==> config.mk <==
export PLATFORM = sky130hd
export DESIGN_NAME = leaf_rule_match
export DESIGN_NICKNAME = d
export VERILOG_FILES = /design/src/rtl/leaf_rule_match.sv
export SDC_FILE = /design/constraint.sdc
export NUM_CORES = 1
export LEC_CHECK = 0
export CAP_MARGIN = 5
export CORE_AREA = 10 10 262 264
export DETAILED_ROUTE_END_ITERATION = 6
export DIE_AREA = 0 0 272 274
export DONT_BUFFER_PORTS = 1
export PLACE_DENSITY_LB_ADDON = 0.05
export SLEW_MARGIN = 10
export SYNTH_ARGS = -nofsm -noshare
export SYNTH_HDL_FRONTEND = slang
export SYNTH_SLANG_ARGS = --single-unit
export TNS_END_PERCENT = 1
==> constraint.sdc <==
create_clock -name clk -period 5.2 [get_ports clk]
set_input_delay 0.78 -clock clk [delete_from_list [all_inputs] [get_ports clk]]
set_output_delay 0.78 -clock clk [all_outputs]
set_load 0.1 [all_outputs]
==> src/rtl/leaf_rule_match.sv <==
// Leaf rule matcher: two independent 3-stage lanes that compare a packet header
// against the rule fetched from a 2-cycle-latency rule memory.

module leaf_rule_match_lane #(
  parameter int PACKET_WIDTH = 104,
  parameter int NODE_WIDTH   = 40,
  parameter int LEAF_ADDR    = 12,
  parameter int RULE_ID      = 14,
  parameter int RULE_WIDTH   = 160
) (
  input  logic                    clk_i,
  input  logic                    rst_i,
  input  logic [PACKET_WIDTH-1:0] packet_i,
  input  logic                    valid_i,
  input  logic [NODE_WIDTH-1:0]   node_i,
  input  logic                    matched_i,
  output logic [LEAF_ADDR-1:0]    rule_addr_o,
  input  logic [RULE_WIDTH-1:0]   rule_data_i,
  output logic                    valid_o,
  output logic                    hit_o,
  output logic [RULE_ID-1:0]      rule_id_o,
  output logic [15:0]             hit_cnt_o
);

  logic [PACKET_WIDTH-1:0] pkt_s1_q, pkt_s2_q;
  logic [RULE_ID-1:0]      id_s1_q, id_s2_q;
  logic                    vld_s1_q, vld_s2_q;
  logic                    mat_s1_q, mat_s2_q;
  logic                    valid_q, hit_q;
  logic [RULE_ID-1:0]      rule_id_q;
  logic [15:0]             hit_cnt_q;

  logic                    valid_d, hit_d, match_d;
  logic [RULE_ID-1:0]      rule_id_d, id_in;
  logic [15:0]             hit_cnt_d;

  logic [31:0] pkt_src_ip, pkt_dst_ip, rule_src_ip, rule_dst_ip;
  logic [15:0] pkt_src_port, pkt_dst_port;
  logic [15:0] src_port_lo, src_port_hi, dst_port_lo, dst_port_hi;
  logic [7:0]  pkt_proto, rule_proto;
  logic [5:0]  src_len, dst_len;
  logic        proto_wild;
  logic        unused_bits;

  // The rule memory sees the address immediately; its data returns two cycles later.
  assign rule_addr_o = node_i[NODE_WIDTH-1 -: LEAF_ADDR];
  assign id_in       = node_i[NODE_WIDTH-LEAF_ADDR-1 -: RULE_ID];
  assign unused_bits = ^{node_i[NODE_WIDTH-LEAF_ADDR-RULE_ID-1:0], rule_data_i[10:0]};

  assign pkt_src_ip   = pkt_s2_q[103:72];
  assign pkt_dst_ip   = pkt_s2_q[71:40];
  assign pkt_src_port = pkt_s2_q[39:24];
  assign pkt_dst_port = pkt_s2_q[23:8];
  assign pkt_proto    = pkt_s2_q[7:0];

  assign rule_src_ip = rule_data_i[159:128];
  assign src_len     = rule_data_i[127:122];
  assign rule_dst_ip = rule_data_i[121:90];
  assign dst_len     = rule_data_i[89:84];
  assign src_port_lo = rule_data_i[83:68];
  assign src_port_hi = rule_data_i[67:52];
  assign dst_port_lo = rule_data_i[51:36];
  assign dst_port_hi = rule_data_i[35:20];
  assign rule_proto  = rule_data_i[19:12];
  assign proto_wild  = rule_data_i[11];

  function automatic logic prefix_ok(input logic [31:0] ip, input logic [31:0] rule_ip,
                                     input logic [5:0] len);
    logic [31:0] mask;
    if (len == 6'd0)        mask = '0;
    else if (len >= 6'd32)  mask = '1;
    else                    mask = ~(32'hFFFF_FFFF >> len);
    return ((ip ^ rule_ip) & mask) == 32'd0;
  endfunction

  // An inverted range (lo > hi) can never satisfy both bounds.
  function automatic logic port_ok(input logic [15:0] port, input logic [15:0] lo,
                                   input logic [15:0] hi);
    return (port >= lo) && (port <= hi);
  endfunction

  always_comb begin
    match_d = prefix_ok(pkt_src_ip, rule_src_ip, src_len)
           && prefix_ok(pkt_dst_ip, rule_dst_ip, dst_len)
           && port_ok(pkt_src_port, src_port_lo, src_port_hi)
           && port_ok(pkt_dst_port, dst_port_lo, dst_port_hi)
           && (proto_wild || (pkt_proto == rule_proto));
    valid_d   = vld_s2_q;
    hit_d     = vld_s2_q && mat_s2_q && match_d;
    rule_id_d = hit_d ? id_s2_q : '0;
    hit_cnt_d = hit_cnt_q;
    if (hit_d && (hit_cnt_q != 16'hFFFF)) hit_cnt_d = hit_cnt_q + 16'd1;
  end

  always_ff @(posedge clk_i) begin
    if (rst_i) begin
      vld_s1_q  <= 1'b0;
      vld_s2_q  <= 1'b0;
      mat_s1_q  <= 1'b0;
      mat_s2_q  <= 1'b0;
      valid_q   <= 1'b0;
      hit_q     <= 1'b0;
      rule_id_q <= '0;
      hit_cnt_q <= 16'd0;
    end else begin
      vld_s1_q  <= valid_i;
      vld_s2_q  <= vld_s1_q;
      mat_s1_q  <= matched_i;
      mat_s2_q  <= mat_s1_q;
      valid_q   <= valid_d;
      hit_q     <= hit_d;
      rule_id_q <= rule_id_d;
      hit_cnt_q <= hit_cnt_d;
    end
  end

  // Payload pipeline is qualified by the valid bits, so it needs no reset.
  always_ff @(posedge clk_i) begin
    pkt_s1_q <= packet_i;
    pkt_s2_q <= pkt_s1_q;
    id_s1_q  <= id_in;
    id_s2_q  <= id_s1_q;
  end

  assign valid_o   = valid_q;
  assign hit_o     = hit_q;
  assign rule_id_o = rule_id_q;
  assign hit_cnt_o = hit_cnt_q;

endmodule

module leaf_rule_match #(
  parameter int PACKET_WIDTH = 104,
  parameter int NODE_WIDTH   = 40,
  parameter int LEAF_ADDR    = 12,
  parameter int RULE_ID      = 14,
  parameter int RULE_WIDTH   = 160
) (
  input  logic                    clk,
  input  logic                    RST,
  input  logic [PACKET_WIDTH-1:0] packet_in1,
  input  logic                    data_valid_in1,
  input  logic [NODE_WIDTH-1:0]   node_in1,
  input  logic                    matched_in1,
  output logic [LEAF_ADDR-1:0]    rule_addr1,
  input  logic [RULE_WIDTH-1:0]   rule_data1,
  output logic                    valid_out1,
  output logic                    hit_out1,
  output logic [RULE_ID-1:0]      rule_id_out1,
  output logic [15:0]             hit_cnt1,
  input  logic [PACKET_WIDTH-1:0] packet_in2,
  input  logic                    data_valid_in2,
  input  logic [NODE_WIDTH-1:0]   node_in2,
  input  logic                    matched_in2,
  output logic [LEAF_ADDR-1:0]    rule_addr2,
  input  logic [RULE_WIDTH-1:0]   rule_data2,
  output logic                    valid_out2,
  output logic                    hit_out2,
  output logic [RULE_ID-1:0]      rule_id_out2,
  output logic [15:0]             hit_cnt2
);

  leaf_rule_match_lane #(
    .PACKET_WIDTH(PACKET_WIDTH), .NODE_WIDTH(NODE_WIDTH), .LEAF_ADDR(LEAF_ADDR),
    .RULE_ID(RULE_ID), .RULE_WIDTH(RULE_WIDTH)
  ) u_lane1 (
    .clk_i       (clk),
    .rst_i       (RST),
    .packet_i    (packet_in1),
    .valid_i     (data_valid_in1),
    .node_i      (node_in1),
    .matched_i   (matched_in1),
    .rule_addr_o (rule_addr1),
    .rule_data_i (rule_data1),
    .valid_o     (valid_out1),
    .hit_o       (hit_out1),
    .rule_id_o   (rule_id_out1),
    .hit_cnt_o   (hit_cnt1)
  );

  leaf_rule_match_lane #(
    .PACKET_WIDTH(PACKET_WIDTH), .NODE_WIDTH(NODE_WIDTH), .LEAF_ADDR(LEAF_ADDR),
    .RULE_ID(RULE_ID), .RULE_WIDTH(RULE_WIDTH)
  ) u_lane2 (
    .clk_i       (clk),
    .rst_i       (RST),
    .packet_i    (packet_in2),
    .valid_i     (data_valid_in2),
    .node_i      (node_in2),
    .matched_i   (matched_in2),
    .rule_addr_o (rule_addr2),
    .rule_data_i (rule_data2),
    .valid_o     (valid_out2),
    .hit_o       (hit_out2),
    .rule_id_o   (rule_id_out2),
    .hit_cnt_o   (hit_cnt2)
  );

endmodule

==> metrics.txt <==
# TYPE chip_impl_metric gauge
chip_impl_metric{name="grt_first_pass_wirelength",unit="microns"} 80600
chip_impl_metric{name="die_width",unit="microns"} 272
chip_impl_metric{name="worstPathMaxFanout",unit=""} 22
chip_impl_metric{name="route.vias.total",unit=""} 11449
chip_impl_metric{name="timing.critical_path.required",unit="ns"} 5.70
chip_impl_metric{name="gpl.final_weighted_congestion",unit=""} 0.782
chip_impl_metric{name="post-route-min-period",unit="ns"} 3.65
chip_impl_metric{name="final.fill_count",unit=""} 6448
chip_impl_metric{name="grt_overflow",unit=""} 0
chip_impl_metric{name="floorplan.die_area",unit="sq um"} 74500
chip_impl_metric{name="antenna_found_initial",unit=""} 35
chip_impl_metric{name="io_port_bufs",unit=""} 0
chip_impl_metric{name="async_set_or_reset_register_ratio_after_synthesis",unit="%"} 0
chip_impl_info{name="cpMaxStageDelayCell",value="nand2_1"} 1
chip_impl_metric{name="post-route-worst-setup-slack",unit="ns"} 1.55
chip_impl_info{name="cp_common_cell",value="o21ai_0"} 1
chip_impl_metric{name="core-area",unit="sq um"} 63600
chip_impl_metric{name="worst-endpoint-arrival",unit="ns"} 4.15
chip_impl_info{name="timing.hold.worst.class",value="in2reg"} 1
chip_impl_metric{name="clkSlewWorstSetupHoldPaths",unit="ns"} 0.06
chip_impl_metric{name="finalHoldViolCount",unit=""} 0
chip_impl_metric{name="ir_worst_vdd",unit="mV"} 0.275
chip_impl_info{name="ctsRootBufferMaster",value="clkbuf_16"} 1
chip_impl_metric{name="post_synth_edffs",unit=""} 0
chip_impl_metric{name="final.period_utilization",unit="%"} 70.2
chip_impl_metric{name="drt_first_pass_iters",unit=""} 4
chip_impl_metric{name="cts_post_setup_buffers_inserted",unit=""} 0
chip_impl_metric{name="power_per_unit_of_standard_cell_area",unit="nW/um^2"} 438
chip_impl_metric{name="timing.max_slew.rel_slack",unit="%"} 18.9
chip_impl_metric{name="avgSynthCellArea",unit="sq um"} 11.2
chip_impl_info{name="mostFrequentLayoutCells",value="dfxtp_1, inv_1, ha_1"} 1
chip_impl_metric{name="synth_nets",unit=""} 2385
chip_impl_metric{name="routed_via_density",unit=""} 4.43
chip_impl_info{name="cp-start-kind",value="register"} 1
chip_impl_metric{name="routedLengthMet1",unit="microns"} 20400
chip_impl_metric{name="totalNegativeSetupSlack",unit="ns"} 0
chip_impl_info{name="unrepaired_setup_endpoints_after_global_routing",value="false"} 1
chip_impl_info{name="setup.worst_path.start",value="u_lane2.pkt_s2_q[11]"} 1
chip_impl_metric{name="drt.antenna.violating_nets",unit=""} 0
chip_impl_info{name="cts_tree",value="done"} 1
chip_impl_metric{name="finish.utilization",unit="%"} 33.8
chip_impl_info{name="worstHoldStart",value="packet_in1[81]"} 1
chip_impl_metric{name="grtUsageTotal",unit="%"} 14.6
chip_impl_metric{name="later_pin_clock_latency_in_the_skew_report",unit="ns"} 0.62
chip_impl_metric{name="cts_buffer_depth",unit=""} 3
chip_impl_info{name="ys_dominant_reg_cell",value="dfxtp_1"} 1
chip_impl_metric{name="max_clock_freq",unit="GHz"} 0.274
chip_impl_metric{name="post_cts_resize_count",unit=""} 0
chip_impl_metric{name="first_iter_violations",unit=""} 473
chip_impl_metric{name="unique_masters_post_synth",unit=""} 73
chip_impl_metric{name="cts.sink_count",unit=""} 544
chip_impl_metric{name="ys.warnings.count",unit=""} 0
chip_impl_metric{name="cap_viol_max_count",unit=""} 0
chip_impl_info{name="critical_path.endpoint_type",value="register"} 1
chip_impl_metric{name="final_net_count",unit=""} 2410
chip_impl_metric{name="placedInstanceArea",unit="sq um"} 19300
chip_impl_metric{name="detailedPlace.worstSlack",unit="ns"} 0.941
chip_impl_metric{name="layout-area-overhead-vs-synth",unit="%"} 17.0
chip_impl_info{name="outcome",value="complete, no violations"} 1
chip_impl_metric{name="met2_wirelength",unit="microns"} 28500
chip_impl_metric{name="number_of_global_route_vias_before_repair",unit=""} 12043
chip_impl_metric{name="wl_met3",unit="microns"} 6330
chip_impl_metric{name="slowest_stage_delay_on_critical_path",unit="ns"} 0.54
chip_impl_metric{name="design_area",unit="sq um"} 21500
chip_impl_metric{name="row_count",unit=""} 93
chip_impl_metric{name="hpwlAfterDp",unit="microns"} 46600
chip_impl_metric{name="synth_sequential_area_ratio",unit="%"} 59.2
chip_impl_metric{name="ctsHtreeMaxLevel",unit=""} 2
chip_impl_metric{name="hold_buffers",unit=""} 0
chip_impl_metric{name="synth_seq_cells",unit=""} 544
chip_impl_metric{name="maxSlewViolCount",unit=""} 0
chip_impl_metric{name="wl_per_cell",unit="microns"} 22.0
chip_impl_metric{name="worst-slew-pin-transition",unit="ns"} 1.21
chip_impl_metric{name="power_leakage",unit="nW"} 9.07
chip_impl_metric{name="worstPathBufferInverterCount",unit=""} 0
chip_impl_info{name="crit_path_leading_delay_family",value="simple AND/OR/NAND/NOR gates"} 1
chip_impl_info{name="timing.rr.start",value="u_lane2.pkt_s2_q[11]"} 1
chip_impl_metric{name="grt_max_degree",unit=""} 45
chip_impl_metric{name="height_of_the_die",unit="microns"} 274
chip_impl_metric{name="setup_viol_count_final",unit=""} 0
chip_impl_info{name="layout.cells.most_common",value="dfxtp_1"} 1
chip_impl_metric{name="initial_core_util",unit="%"} 28.9
chip_impl_metric{name="worst_clk_skew",unit="ns"} 0.0249
chip_impl_metric{name="post_detailed_route_drc_marker_count",unit=""} 0
chip_impl_info{name="crit_path_cell_trace",value="ha_1 -> o211ai_1 -> o21ai_0 -> a221oi_1 -> o21ai_0 -> nand4_1 -> nor4_4 -> nand2_1 -> nor4_1 -> mux2_2"} 1
chip_impl_metric{name="netlist_instances",unit=""} 1641
chip_impl_metric{name="numCtsBuffers",unit=""} 60
chip_impl_info{name="worst-setup-path-type",value="reg2reg"} 1
chip_impl_metric{name="netlist_area",unit="sq um"} 18400
chip_impl_metric{name="detail_route.wirelength",unit="microns"} 56900
chip_impl_metric{name="final_layout_size_suffix_gt1_share",unit="%"} 8.57
chip_impl_info{name="top_layer_used",value="met5"} 1
chip_impl_metric{name="ios",unit=""} 702
-- registers in the layout, summed over array words and instances, names as in the netlist, 14 cells and up --
register,count
u_lane1.pkt_s1_q,104
u_lane1.pkt_s2_q,104
u_lane2.pkt_s1_q,104
u_lane2.pkt_s2_q,104
u_lane1.hit_cnt_o,16
u_lane2.hit_cnt_o,16
u_lane1.id_s1_q,14
u_lane1.id_s2_q,14
u_lane1.rule_id_o,14
u_lane2.id_s1_q,14
u_lane2.id_s2_q,14
u_lane2.rule_id_o,14
-- synthesized netlist by cell type (5+ instances only) --
master	count	area share [%]
nor2b_1	20	0.68
nand3_1	25	0.68
nand2_1	50	1.0
and4_1	5	0.24
and2_1	31	1.1
clkbuf_1	32	0.65
xnor2_1	72	3.4
o21ai_0	66	1.8
a21oi_1	94	2.6
xor2_1	76	3.6
o211ai_1	17	0.69
nor2_1	46	0.94
o31ai_1	13	0.53
or2_2	6	0.20
buf_4	24	0.98
or4_1	8	0.33
dfxtp_1	544	59
nor4_1	17	0.58
a21o_1	24	0.98
a31oi_1	8	0.27
a211oi_1	10	0.41
nor3_1	19	0.52
inv_1	141	2.9
nand4_1	31	1.1
ha_1	130	8.8
or3_1	16	0.54
and3_1	7	0.24
a221oi_1	6	0.29
maj3_1	6	0.33
a2111oi_0	7	0.33
o22ai_1	16	0.54
-- layout make-up --
type | instances | area, sq um | share of cell area (%)
clock buffer | 77 | 1690 | 7.84
inverter | 141 | 529 | 2.46
multi-input combinational | 894 | 6630 | 30.8
timing repair buffer | 25 | 188 | 0.873
clock inverter | 34 | 490 | 2.28
tap | 855 | 1070 | 4.97
sequential | 544 | 10900 | 50.6
antenna | 12 | 30.0 | 0.140
-- stage by stage --
step           total power [mW]  std cells  hold slack [ns]
5_1_grt                    9.86       2578            0.123
3_3_place_gp               4.98       2459            0.310
6_report                   9.43       2582            0.177
2_1_floorplan              4.97       1641            0.310
4_1_cts                    9.60       2570            0.123
3_5_place_dp               4.98       2459            0.312
-- per-layer routing --
| layer | track usage (%) | vias to the layer above |
|---|---|---|
| met5 | 0 | - |
| li1 | - | 5694 |
| met3 | 7.46 | 120 |
| met4 | 4.85 | 18 |
| met2 | 25.5 | 455 |
| met1 | 15.0 | 5162 |
-- where the power goes --
| part | leakage [nW] | switching [mW] | internal, mW |
|---|---|---|---|
| Sequential | 4.56 | 0.0673 | 4.37 |
| Clock | 1.06 | 1.75 | 2.79 |
| Combinational | 3.45 | 0.231 | 0.216 |
| Total | 9.07 | 2.05 | 7.38 |
-- final timing paths --
path	to	slack [ns]	depth (start not counted)
max	u_lane2.hit_cnt_o[13]	1.55	10
min	u_lane1.pkt_s1_q[81]	0.18	0
max reg2reg	u_lane2.hit_cnt_o[13]	1.55	10
min reg2reg	u_lane2.pkt_s2_q[43]	0.32	0
-- cell families after synthesis --
family | after synthesis | synth area share, %
mux | 5 | 0.286
flops | 544 | 59.2
buf+inv | 203 | 4.74
fa+ha+maj | 136 | 9.18
xor+xnor | 148 | 7.05
simple gates | 299 | 8.95
compound gates | 306 | 10.6
Power figures use the tool's default switching activity.
